`config.mk`:
```
export PLATFORM = sky130hd
export DESIGN_NAME = note_lane_renderer
export DESIGN_NICKNAME = d
export VERILOG_FILES = /design/src/rtl/note_lane_pkg.sv /design/src/rtl/note_lane.sv /design/src/rtl/note_lane_renderer.sv
export SDC_FILE = /design/constraint.sdc
export NUM_CORES = 1
export LEC_CHECK = 0
export ABC_CLOCK_PERIOD_IN_PS = 7100
export BUFFER_PORTS_ARGS = -buffer_cell sky130_fd_sc_hd__buf_2
export CAP_MARGIN = 40
export CORE_MARGIN = 3
export CORE_UTILIZATION = 55
export DETAILED_ROUTE_END_ITERATION = 16
export MAX_ROUTING_LAYER = met4
export PLACE_DENSITY_LB_ADDON = 0.12
export SYNTH_ARGS = -nofsm -noshare
export SYNTH_HDL_FRONTEND = slang
export SYNTH_SLANG_ARGS = --single-unit
```
`constraint.sdc`:
```
create_clock -name clk -period 7.1 [get_ports clk]
set_input_delay 0.355 -clock clk [delete_from_list [all_inputs] [get_ports clk]]
set_output_delay 0.355 -clock clk [all_outputs]
set_load 0.005 [all_outputs]
```
`src/rtl/note_lane_pkg.sv`:
```
// Shared constants and types for the note-lane playfield renderer.
package note_lane_pkg;

    localparam int H_ACTIVE = 640;
    localparam int V_ACTIVE = 480;

    // green, red, yellow, blue, orange, purple, cyan, pink
    localparam logic [23:0] LANE_COLOUR [0:7] = '{
        24'h00FF00, 24'hFF0000, 24'hFFFF00, 24'h0000FF,
        24'hFF8000, 24'h800080, 24'h00FFFF, 24'hFFC0CB
    };

    typedef struct packed {
        logic       valid;
        logic [9:0] y;
    } slot_t;

endpackage

```
`src/rtl/note_lane.sv`:
```
// One lane of note slots: spawn allocation, per-frame advance, hit judging
// and the "a note covers this row" flag used by the pixel mux.
module note_lane
    import note_lane_pkg::*;
#(
    parameter int SLOTS   = 4,
    parameter int HIT_Y   = 380,
    parameter int HIT_H   = 4,
    parameter int HIT_TOL = 8,
    parameter int NOTE_H  = 16,
    parameter int SPEED   = 4
) (
    input  logic       clk,
    input  logic       rst,
    input  logic       tick,
    input  logic       spawn,
    input  logic       btn,
    input  logic [9:0] v_count,
    output logic       full,
    output logic       covers,
    output logic       hit,
    output logic       miss
);

    localparam int          IW     = (SLOTS > 1) ? $clog2(SLOTS) : 1;
    localparam logic [10:0] WIN_LO = 11'(HIT_Y - HIT_TOL);
    localparam logic [10:0] WIN_HI = 11'(HIT_Y + HIT_H + HIT_TOL);

    slot_t         slots [SLOTS];
    logic          btn_q;
    logic          rise_q;
    logic          hit_found;
    logic [IW-1:0] hit_sel;
    logic [IW-1:0] free_sel;

    // Scan high to low so the lowest-index match is the one left standing.
    always_comb begin
        full      = 1'b1;
        covers    = 1'b0;
        hit_found = 1'b0;
        hit_sel   = '0;
        free_sel  = '0;
        for (int i = SLOTS - 1; i >= 0; i--) begin
            if (!slots[i].valid) begin
                full     = 1'b0;
                free_sel = IW'(i);
            end else begin
                if ({1'b0, v_count} >= {1'b0, slots[i].y} &&
                    {1'b0, v_count} < {1'b0, slots[i].y} + 11'(NOTE_H))
                    covers = 1'b1;
                if (rise_q && {1'b0, slots[i].y} < WIN_HI &&
                    {1'b0, slots[i].y} + 11'(NOTE_H) > WIN_LO) begin
                    hit_found = 1'b1;
                    hit_sel   = IW'(i);
                end
            end
        end
    end

    always_ff @(posedge clk) begin
        if (!rst) begin
            btn_q  <= 1'b0;
            rise_q <= 1'b0;
            hit    <= 1'b0;
            miss   <= 1'b0;
            for (int i = 0; i < SLOTS; i++)
                slots[i] <= '0;
        end else begin
            btn_q  <= btn;
            rise_q <= btn & ~btn_q;
            hit    <= hit_found;
            miss   <= 1'b0;
            // A judged note is removed before it can advance or be lost.
            for (int i = 0; i < SLOTS; i++) begin
                if (hit_found && hit_sel == IW'(i)) begin
                    slots[i].valid <= 1'b0;
                end else if (spawn && !full && free_sel == IW'(i)) begin
                    slots[i].valid <= 1'b1;
                    slots[i].y     <= 10'd0;
                end else if (tick && slots[i].valid) begin
                    if ({1'b0, slots[i].y} + 11'(SPEED) >= 11'(V_ACTIVE)) begin
                        slots[i].valid <= 1'b0;
                        miss           <= 1'b1;
                    end else begin
                        slots[i].y <= slots[i].y + 10'(SPEED);
                    end
                end
            end
        end
    end

endmodule

```
`src/rtl/note_lane_renderer.sv`:
```
// Playfield painter: lane geometry decode, hit line, note blocks and the
// spawn handshake, with one registered pixel output.
module note_lane_renderer
    import note_lane_pkg::*;
#(
    parameter int NUM_LANES = 3,
    parameter int SLOTS     = 4,
    parameter int MARGIN    = 4,
    parameter int LANE_W    = 208,
    parameter int GAP_W     = 4,
    parameter int HIT_Y     = 380,
    parameter int HIT_H     = 4,
    parameter int HIT_TOL   = 8,
    parameter int NOTE_H    = 16,
    parameter int SPEED     = 4
) (
    input  logic                 clk,
    input  logic                 rst,
    input  logic [9:0]           h_count,
    input  logic [9:0]           v_count,
    input  logic                 spawn_valid,
    input  logic [2:0]           spawn_lane,
    output logic                 spawn_ready,
    input  logic [NUM_LANES-1:0] btn,
    output logic [NUM_LANES-1:0] hit_pulse,
    output logic [NUM_LANES-1:0] miss_pulse,
    output logic [23:0]          rgb
);

    logic                 tick;
    logic                 hit_row;
    logic [7:0]           full_pad;
    logic [NUM_LANES-1:0] full;
    logic [NUM_LANES-1:0] covers;
    logic [NUM_LANES-1:0] in_lane;
    logic [23:0]          pix;

    assign tick    = (h_count == 10'd0) && (v_count == 10'(V_ACTIVE));
    assign hit_row = (v_count >= 10'(HIT_Y)) && (v_count < 10'(HIT_Y + HIT_H));

    // Lanes that do not exist read as full so they can never be granted.
    always_comb begin
        full_pad                = '1;
        full_pad[NUM_LANES-1:0] = full;
    end

    assign spawn_ready = rst && !tick && ({1'b0, spawn_lane} < 4'(NUM_LANES))
                         && !full_pad[spawn_lane];

    for (genvar k = 0; k < NUM_LANES; k++) begin : g_lane
        localparam int X0 = MARGIN + k * (LANE_W + GAP_W);

        assign in_lane[k] = ({1'b0, h_count} >= 11'(X0)) &&
                            ({1'b0, h_count} < 11'(X0 + LANE_W));

        note_lane #(
            .SLOTS   (SLOTS),
            .HIT_Y   (HIT_Y),
            .HIT_H   (HIT_H),
            .HIT_TOL (HIT_TOL),
            .NOTE_H  (NOTE_H),
            .SPEED   (SPEED)
        ) u_lane (
            .clk     (clk),
            .rst     (rst),
            .tick    (tick),
            .spawn   (spawn_valid && spawn_ready && (spawn_lane == 3'(k))),
            .btn     (btn[k]),
            .v_count (v_count),
            .full    (full[k]),
            .covers  (covers[k]),
            .hit     (hit_pulse[k]),
            .miss    (miss_pulse[k])
        );
    end

    // Lanes are disjoint in x, so at most one branch below takes effect.
    always_comb begin
        pix = 24'h000000;
        if (h_count < 10'(H_ACTIVE) && v_count < 10'(V_ACTIVE) && !hit_row) begin
            for (int k = 0; k < NUM_LANES; k++) begin
                if (in_lane[k])
                    pix = covers[k] ? LANE_COLOUR[k] : 24'hFFFFFF;
            end
        end
    end

    always_ff @(posedge clk) begin
        if (!rst)
            rgb <= 24'h000000;
        else
            rgb <= pix;
    end

endmodule
```
==> flow_summary_export.csv, run 1 <==
group,metric,value,unit
routing,drtIter0Drc,846,
cts,clock-sinks,123,
routing,wl_per_cell,17.9,um
cts,cts_tree,"yes",
timing,worst_slew_pin_slew,0.900,ns
cells_and_area,area_growth,7.46,%
die,start_util,56.0,%
synthesis,synth_compound_area_share,14.2,%
synthesis,muxShareOfSynthArea,0.551,%
run_status,outcome,"completed",
worst_setup_path,crit_chain,"ha_1 -> xnor2_1 -> nor4_1 -> a221oi_1 -> nor4_1 -> or2_1 -> nor3_1 -> or4_4 -> nand3_1",
global_routing,globalRouteTotalUtil,26.7,%
power,power.leakage,5.79,nW
cells_and_area,finalInstanceArea,0.0142,mm2
global_routing,grt_pass1_vias,10700,
cts,post-cts-setup-buffers,0,
cts,ctsResizeCount,0,
die,rows,56,
cts,clockBufferDepth,2,
synthesis,synth-seq-cells,123,
worst_setup_path,max_stage_delay,0.66,ns
timing,post-route-period-util,50.8,%
synthesis,yosys.area_share.simple,21.6,%
cells_and_area,fin_util,60.2,%
placed_design,gp_congestion,0.903,
synthesis,synth_area_leaders,"edfxtp_1 (25%), ha_1 (23%), xnor2_1 (7.4%)",
cells_and_area,multi_input_area,0.00880,mm2
die,dieArea,0.0259,mm2
synthesis,synth_top_area_share,24.6,%
die,die_w,161,um
synthesis,yosysWarnings,0,
cells_and_area,final_cell_mix,"ha_1 (239), nor2_1 (142), inv_1 (132)",
synthesis,synthXorXnorAreaFrac,7.38,%
cells_and_area,ff_latch_area,0.00354,mm2
power,total_power,2.13,mW
cells_and_area,nFillCells,2102,
timing,max-slew-margin-rel,40.0,%
synthesis,synth_edf_count,108,
worst_setup_path,crit_path_end_kind,"register",
placed_design,port_buffers,59,
synthesis,async_flop_share,0,%
synthesis,synth_fa_ha_area_share,22.8,%
routing,ant_nets,0,
timing,hold_violations,0,
cells_and_area,drive_gt1_share,7.87,%
worst_setup_path,cp.required,7.19,ns
die,num_io_pins,60,
worst_setup_path,critPathMaxFanout,8,
die,core-area,0.0235,mm2
global_routing,grt_max_degree,28,
timing,fin_setup_tns,0,ns
routing,wirelength,33600,um
routing,drc,0,
min_path,hold_class,"input pin to register",
cts,clk_pin_slew,0.06,ns
power,power.density,150,mW/mm2
die,die_y,161,um
global_routing,antenna_found_initial,0,
cells_and_area,layout_commonest_cell,"ha_1",
synthesis,yosysTopAreaCell,"edfxtp_1",
routing,routed_via_density,5.99,
cts,cts_buffers,17,
placed_design,dpl_cell_area,0.0136,mm2
routing,num_vias,11200,
worst_setup_path,crit_path_top_delay_cell,"nor4_1",
timing,fin_skew,0.0159,ns
synthesis,synth.distinct_cells,86,
synthesis,avgSynthCellArea,8.73,um2
timing,fmax,0.278,GHz
cts,cts_max_level,4,
cells_and_area,fin_nets,1807,
synthesis,netlist_instances,1510,
worst_setup_path,critPathKind,"register to register",
timing,slew_violations,0,
global_routing,grt_pass1_wl,54300,um
cts,cts_hold_buffers,0,
worst_setup_path,crit_path_start_kind,"register",
synthesis,synth_area,0.0132,mm2
synthesis,seq_area_frac_synth,26.9,%
routing,drt_first_pass_iters,5,
cts,cts_root_buffer,"clkbuf_16",
timing,rsz0062_at_grt,"false",
cts,insertion_delay,0.44,ns
synthesis,synth_top_family_by_area,"adder cells",
placed_design,post-dp-hpwl,25300,um
timing,report.final.setup_viol,0,
global_routing,overflow,0,
worst_setup_path,cp.arrival,3.69,ns
timing,finalCriticalPeriod,3.60,ns
worst_setup_path,crit_top_cell,"nor4_1",
power,irDropWorstVdd,0.000139,V
synthesis,ys.flop_type,"edfxtp_1",
job,max_cap_violations,0,
## kinds of logic (layout without fill, tap and decap cells)
logic type	after synthesis	in the layout
simple gates	559	559
compound gates	270	270
fa+ha+maj	240	240
buf+inv	199	229
flops	123	123
xor+xnor	111	111
mux	7	7
other cells	1	13
## worst paths after layout
path	from	end	slack [ns]	depth (start not counted)
max	g_lane[2].u_lane.slots[1][4]$_SDFFCE_PN0P_	g_lane[2].u_lane.slots[3][2]$_SDFFCE_PN0P_	3.50	9
min	btn[2]	g_lane[2].u_lane.btn_q$_SDFF_PN0_	0.16	2
max reg2reg	g_lane[2].u_lane.slots[1][4]$_SDFFCE_PN0P_	g_lane[2].u_lane.slots[3][2]$_SDFFCE_PN0P_	3.50	9
min reg2reg	g_lane[2].u_lane.btn_q$_SDFF_PN0_	g_lane[2].u_lane.rise_q$_SDFF_PN0_	0.38	1
## state kept, by name, summed over array words and instances, names as in the netlist
name and count:
g_lane.u_lane.slots 108, g_lane.u_lane.hit 3, g_lane.u_lane.rise_q 3, rgb 3, g_lane.u_lane.btn_q 3, g_lane.u_lane.miss 3
## power breakdown
group / switching (mW) / internal [mW]
Sequential: 0.0509 / 0.814
Clock: 0.340 / 0.545
Combinational: 0.226 / 0.155
## synthesized netlist by cell type (15+ instances only)
cell type,instances
ha_1,239
nor2_1,142
inv_1,132
nand2_1,122
xnor2_1,111
edfxtp_1,108
nand3_1,75
a21oi_1,53
o21ai_0,45
nand4_1,32
nor3_1,31
buf_4,29
a31oi_1,27
clkbuf_1,26
nor4_1,23
nand2b_1,18
and3_1,16
dfxtp_1,15
o211ai_1,15
## final cells by class
type                    instances  area share [%]
multi-input cells            1199            62.2
flip-flops and latches        123            25.0
inverters                     135            3.58
clock buffers                  18            3.03
well taps                     319            2.82
repair buffers                 63            2.30
clock inverters                13            1.08
diodes                          1          0.0177
## through the flow
step | worst slack (ns) | hold slack (ns) | cells
floorplan | 4.03 | 0.367 | 1521
global placement | 3.62 | 0.370 | 1839
detailed placement | 3.56 | 0.380 | 1839
CTS | 3.55 | 0.141 | 1870
global route | 3.14 | 0.175 | 1870
finish | 3.50 | 0.156 | 1871
## routing by layer
layer	vias to the layer above	wire length, um	track usage (%)
li1	5524	-	-
met5	-	0	-
met3	60	1730	3.25
met2	331	15300	42.7
met1	5296	15700	35.3
met4	0	852	8.76
## worst max-delay path, delay by kind of cell, from the launching register on
family | cells | cell delay [ns]
XOR/XNOR | 1 | 0.17
AO/OA/AOI/OAI | 1 | 0.12
flip-flops | 1 | 0.48
AND/OR/NAND/NOR | 6 | 2.16
adder cells (fa/ha/maj) | 1 | 0.33
Power figures use the tool's default switching activity.
==> run 2, diff against run 1 <==
Settings changed: ABC_CLOCK_PERIOD_IN_PS 7100 to 3690.
Clock period 7.1 ns to 3.69 ns, I/O delays scaled along.
==> flow_summary_export.csv, run 2 (synthesized netlist as in run 1, its figures left out) <==
group,metric,value,unit
global_routing,grt_pass1_wl,54900,um
cts,cts_max_level,4,
die,die_y,161,um
routing,drc,0,
die,core-area,0.0235,mm2
cts,clock-sinks,123,
cells_and_area,largest_reg_flops,108,
placed_design,post-dp-hpwl,25700,um
cts,clk_pin_slew,0.06,ns
cells_and_area,layout_commonest_cell,"ha_1",
timing,fin_setup_tns,0,ns
timing,fin_skew,0.00900,ns
cts,insertion_delay,0.43,ns
cells_and_area,nFillCells,2094,
timing,max-slew-margin-rel,55.3,%
power,total_power,4.21,mW
worst_setup_path,r2r_cells,10,
worst_setup_path,crit_path_end_kind,"register",
global_routing,antenna_found_initial,1,
timing,post-route-period-util,94.2,%
power,power.density,294,mW/mm2
power,irDropWorstVdd,0.000282,V
cts,clockBufferDepth,2,
cells_and_area,finalInstanceArea,0.0143,mm2
timing,worst_slew_pin_slew,0.653,ns
cts,cts_buffers,17,
routing,routed_via_density,5.92,
die,dieArea,0.0259,mm2
min_path,hold_class,"input pin to register",
global_routing,globalRouteTotalUtil,26.8,%
run_status,outcome,"completed",
cells_and_area,area_growth,8.86,%
cells_and_area,top_register,"g_lane.u_lane.slots",
global_routing,overflow,0,
die,rows,56,
worst_setup_path,ff2ff_setup_slack,0.22,ns
placed_design,gp_congestion,0.993,
routing,ant_nets,0,
global_routing,grt_max_degree,27,
routing,num_vias,11200,
die,num_io_pins,60,
worst_setup_path,critPathMaxFanout,8,
routing,drt_first_pass_iters,5,
worst_setup_path,crit_path_start_kind,"register",
global_routing,grt_pass1_vias,10700,
worst_setup_path,timing.rr.end,"g_lane[2].u_lane.slots[3][9]$_SDFFCE_PN0P_",
die,start_util,56.0,%
worst_setup_path,cp.required,3.78,ns
cts,cts_tree,"yes",
min_path,hold_start,"btn[1]",
worst_setup_path,cp.arrival,3.56,ns
timing,finalCriticalPeriod,3.47,ns
worst_setup_path,rr_startpoint,"g_lane[2].u_lane.slots[2][4]$_SDFFCE_PN0P_",
cells_and_area,drive_gt1_share,9.17,%
routing,wirelength,33800,um
routing,drtIter0Drc,796,
timing,slew_violations,0,
cells_and_area,final_cell_mix,"ha_1 (239), nor2_1 (142), inv_1 (132)",
timing,whs,0.0154,ns
cells_and_area,fin_nets,1826,
min_path,hold_depth,2,
timing,rsz0062_at_grt,"false",
worst_setup_path,critPathKind,"register to register",
placed_design,dpl_cell_area,0.0137,mm2
timing,fmax,0.288,GHz
routing,wl_per_cell,17.9,um
die,die_w,161,um
min_path,holdPathEnd,"g_lane[1].u_lane.btn_q$_SDFF_PN0_",
timing,report.final.setup_viol,0,
placed_design,port_buffers,59,
power,power.leakage,5.89,nW
cts,cts_root_buffer,"clkbuf_16",
timing,hold_violations,0,
job,max_cap_violations,0,
run 2: per-stage QoR:
stage | worst slack, ns | util, % | instances
floorplan | 0.621 | - | 1521
global placement | 0.0490 | 58.2 | 1856
detailed placement | 0.313 | 58.2 | 1857
CTS | 0.260 | 60.9 | 1890
global route | 0.00842 | 60.9 | 1891
finish | 0.215 | 60.9 | 1891
run 2: worst max-delay path by stage:
stage,from,to,depth (start not counted)
2_1_floorplan,g_lane[2].u_lane.slots[2][4]$_SDFFCE_PN0P_,g_lane[2].u_lane.slots[3][2]$_SDFFCE_PN0P_,11
3_3_place_gp,v_count[2],g_lane[1].u_lane.slots[0][5]$_SDFFCE_PN0P_,8
3_5_place_dp,g_lane[1].u_lane.slots[3][4]$_SDFFCE_PN0P_,rgb[7]$_SDFF_PN0_,10
4_1_cts,g_lane[2].u_lane.slots[2][4]$_SDFFCE_PN0P_,g_lane[2].u_lane.slots[3][9]$_SDFFCE_PN0P_,10
5_1_grt,g_lane[2].u_lane.slots[2][4]$_SDFFCE_PN0P_,g_lane[2].u_lane.slots[2][3]$_SDFFCE_PN0P_,10
6_report,g_lane[2].u_lane.slots[2][4]$_SDFFCE_PN0P_,g_lane[2].u_lane.slots[3][9]$_SDFFCE_PN0P_,10
run 2: worst max-delay path, cell delays in order, from the launching register on:
cell and delay (ns):
edfxtp_1 0.51, inv_1 0.17, ha_1 0.34, nor2b_1 0.20, o2111ai_1 0.14, a32oi_1 0.24, a32oi_1 0.09, a311oi_2 0.38
nor3_1 0.15, or4_4 0.59, nand3_1 0.33
run 2: metal layers:
layer  track usage (%)  share of wire [%]
met2              39.1                 43
met1              37.6                 47
met5                 -                  0
met3              5.26                7.0
met4              8.72                2.8
run 2: final cells by class:
type | count | area [um2] | share of cell area [%]
Antenna cell | 1 | 2.50 | 0.0174
Clock buffer | 17 | 425 | 2.97
Clock inverter | 15 | 198 | 1.38
Inverter | 135 | 507 | 3.53
Multi-Input combinational cell | 1199 | 8800 | 61.4
Sequential cell | 123 | 3540 | 24.7
Tap cell | 319 | 399 | 2.78
Timing Repair Buffer | 82 | 468 | 3.26
run 2: what timing repair did:
action	4_1_cts	5_1_grt
setup buffers	0	0
hold buffers	1	0
setup endpoints to repair	0	0
gates resized for setup	0	0
endpoints found under the hold margin	1	0
run 2: power by group:
group / leakage, nW / internal (mW) / total, mW / switching, mW
clock network: 0.288 / 1.13 / 1.81 / 0.679
logic: 4.37 / 0.306 / 0.744 / 0.438
registers: 1.23 / 1.57 / 1.66 / 0.0955
==> run 3, diff against run 2 <==
Settings changed: ABC_AREA set to 1, PLACE_DENSITY set to 0.81, PLACE_DENSITY_LB_ADDON 0.12 to not set, RECOVER_POWER set to 25.
==> flow_summary_export.csv, run 3 <==
group,metric,value,unit
run_status,outcome,"completed",
routing,routed_via_density,5.53,
worst_setup_path,crit_top_cell,"nand3_1",
routing,ant_nets,0,
cells_and_area,largest_reg_flops,108,
worst_setup_path,cp.arrival,2.98,ns
timing,rsz0062_at_grt,"false",
routing,wirelength,35600,um
cells_and_area,finalInstanceArea,0.0153,mm2
placed_design,post-dp-hpwl,27200,um
timing,max-slew-margin-rel,38.7,%
cts,insertion_delay,0.43,ns
power,power.density,276,mW/mm2
synthesis,synth_area,0.0141,mm2
die,start_util,56.1,%
synthesis,synth_top_area_share,23.0,%
worst_setup_path,max_stage_delay,0.51,ns
timing,finalCriticalPeriod,2.92,ns
timing,fin_skew,0.0106,ns
cells_and_area,top_register,"g_lane.u_lane.slots",
global_routing,antenna_found_initial,0,
worst_setup_path,crit_path_top_delay_cell,"edfxtp_1",
routing,num_vias,13000,
worst_setup_path,crit_path_start_kind,"register",
worst_setup_path,cp.required,3.75,ns
synthesis,synth.most_common_cell,"nand2_1",
global_routing,globalRouteTotalUtil,26.2,%
die,num_io_pins,60,
synthesis,yosysTopAreaCell,"edfxtp_1",
routing,wl_per_cell,15.2,um
cts,cts_root_buffer,"clkbuf_16",
global_routing,grt_pass1_wl,58700,um
synthesis,synth_top_family_by_area,"simple AND/OR/NAND/NOR gates",
placed_design,placed_cells,2310,
cells_and_area,fin_nets,2270,
synthesis,netlist_instances,1937,
worst_setup_path,critPathKind,"register to register",
synthesis,muxShareOfSynthArea,0,%
synthesis,synth-seq-cells,123,
cts,cts_max_level,4,
routing,drtIter0Drc,1025,
synthesis,avgSynthCellArea,7.29,um2
die,die_w,166,um
die,dieArea,0.0276,mm2
cts,clock-sinks,123,
timing,worst_slew_pin_slew,0.918,ns
placed_design,port_buffers,59,
synthesis,synth_fa_ha_area_share,21.2,%
die,rows,58,
placed_design,dpl_cell_area,0.0147,mm2
synthesis,seq_area_frac_synth,25.1,%
synthesis,yosys.area_share.simple,30.6,%
timing,whs,0.166,ns
cells_and_area,stdcell_count,2345,
cells_and_area,layout_commonest_cell,"nand2_1",
power,power.leakage,7.53,nW
synthesis,synth.distinct_cells,52,
timing,fmax,0.342,GHz
synthesis,synthXorXnorAreaFrac,4.40,%
worst_setup_path,crit_chain,"nand2_1 -> nor2_1 -> nand3_1 -> nand3_1 -> nor2_1 -> nand3_1 -> nor2_4 -> nand3_1 -> nand3_1 -> inv_2 -> nand4_1 -> nand3_1",
timing,report.final.setup_viol,0,
timing,fin_setup_tns,0,ns
power,irDropWorstVdd,0.000272,V
worst_setup_path,crit_buf_inv,1,
cells_and_area,final_cell_mix,"nand2_1 (376), inv_1 (300), nor2_1 (254)",
cts,clk_pin_slew,0.06,ns
timing,hold_violations,0,
synthesis,synth_top_cells_by_count,"nand2_1 (375), inv_1 (299), nor2_1 (254)",
worst_setup_path,crit_path_end_kind,"register",
job,max_cap_violations,0,
die,die_y,166,um
synthesis,async_flop_share,0,%
cells_and_area,drive_gt1_share,7.89,%
synthesis,ys.flop_type,"edfxtp_1",
synthesis,synth_edf_count,108,
timing,post-route-period-util,79.2,%
synthesis,synth_area_leaders,"edfxtp_1 (23%), ha_1 (21%), nand2_1 (10%)",
worst_setup_path,critPathMaxFanout,8,
routing,drt_first_pass_iters,8,
timing,slew_violations,0,
global_routing,grt_max_degree,29,
cts,clockBufferDepth,2,
min_path,hold_class,"input pin to register",
routing,drc,0,
cts,cts_tree,"yes",
synthesis,yosysWarnings,0,
cts,cts_buffers,17,
die,core-area,0.0252,mm2
global_routing,overflow,0,
cells_and_area,diodes,0,
synthesis,synth_compound_area_share,8.69,%
global_routing,grt_pass1_vias,12400,
worst_setup_path,cpLargestDelayFamily,"simple AND/OR/NAND/NOR gates",
cells_and_area,area_growth,7.95,%
placed_design,gp_congestion,0.949,
run 3: changes by cell type in the layout (fill, tap and decap cells not counted), moves of 53 or more:
cell / before / now
xnor2_1: 111 / 10
xor2_1: 0 / 61
a21oi_1: 53 / 106
nand3_1: 75 / 137
inv_1: 132 / 300
nor2_1: 142 / 254
nand2_1: 122 / 376
run 3: what timing repair did:
item,in CTS,in global routing
setup buffers,0,0
hold endpoints to repair,3,0
gates resized for setup,0,0
hold buffers,3,0
run 3: layout make-up:
| cell class | instances | area, um2 |
|---|---|---|
| fillers | 2262 | 9930 |
| clock buffers | 24 | 462 |
| clock inverters | 8 | 118 |
| repair buffers | 71 | 379 |
| well taps | 330 | 413 |
| multi-input cells | 1477 | 9170 |
| flip-flops and latches | 123 | 3540 |
| inverters | 312 | 1170 |
run 3: worst paths after layout:
path / depth (start not counted) / endpoint / startpoint / slack (ns)
worst max-delay path: 12 / g_lane[1].u_lane.slots[0][6]$_SDFFCE_PN0P_ / g_lane[0].u_lane.slots[2][10]$_SDFFCE_PP0P_ / 0.77
worst min-delay path: 3 / g_lane[1].u_lane.btn_q$_SDFF_PN0_ / rst / 0.17
worst max register to register: 12 / g_lane[1].u_lane.slots[0][6]$_SDFFCE_PN0P_ / g_lane[0].u_lane.slots[2][10]$_SDFFCE_PP0P_ / 0.77
worst min register to register: 1 / g_lane[2].u_lane.rise_q$_SDFF_PN0_ / g_lane[2].u_lane.btn_q$_SDFF_PN0_ / 0.39
run 3: cells by family (layout without fill, tap and decap cells):
kind of cell | count (synthesis) | count (layout)
xor+xnor | 71 | 71
fa+ha+maj | 239 | 239
buf+inv | 348 | 415
simple gates | 940 | 940
flops | 123 | 123
compound gates | 215 | 215
other cells | 1 | 12
run 3: worst min-delay path, delay by kind of cell:
family                 cells  cell delay [ns]
buffers and inverters      2             0.25
and+or+nand+nor            1             0.12
run 3: where the power goes:
group          leakage, nW  internal [mW]  switching, mW
combinational         6.02          0.321          0.551
clock                0.284           1.07          0.620
sequential            1.23           1.57         0.0789
total                 7.53           2.96           1.25
run 3: layer usage:
metal  up-vias  global-route usage (%)  wire, um
li1       6515                       -         -
met2       459                    42.2     16000
met3        89                    3.67      2610
met5         -                       -         0
met4         0                    9.00      1030
met1      5895                    34.1     15900
run 3: per-stage QoR:
step                      util [%]  total power [mW]  setup slack, ns
after floorplan                  -              2.27             1.33
after global placement        58.3              2.49            0.999
after detailed placement      58.3              2.52            0.933
after CTS                     60.8              4.21            0.932
after global routing          60.6              4.42            0.566
final                         60.6              4.21            0.768
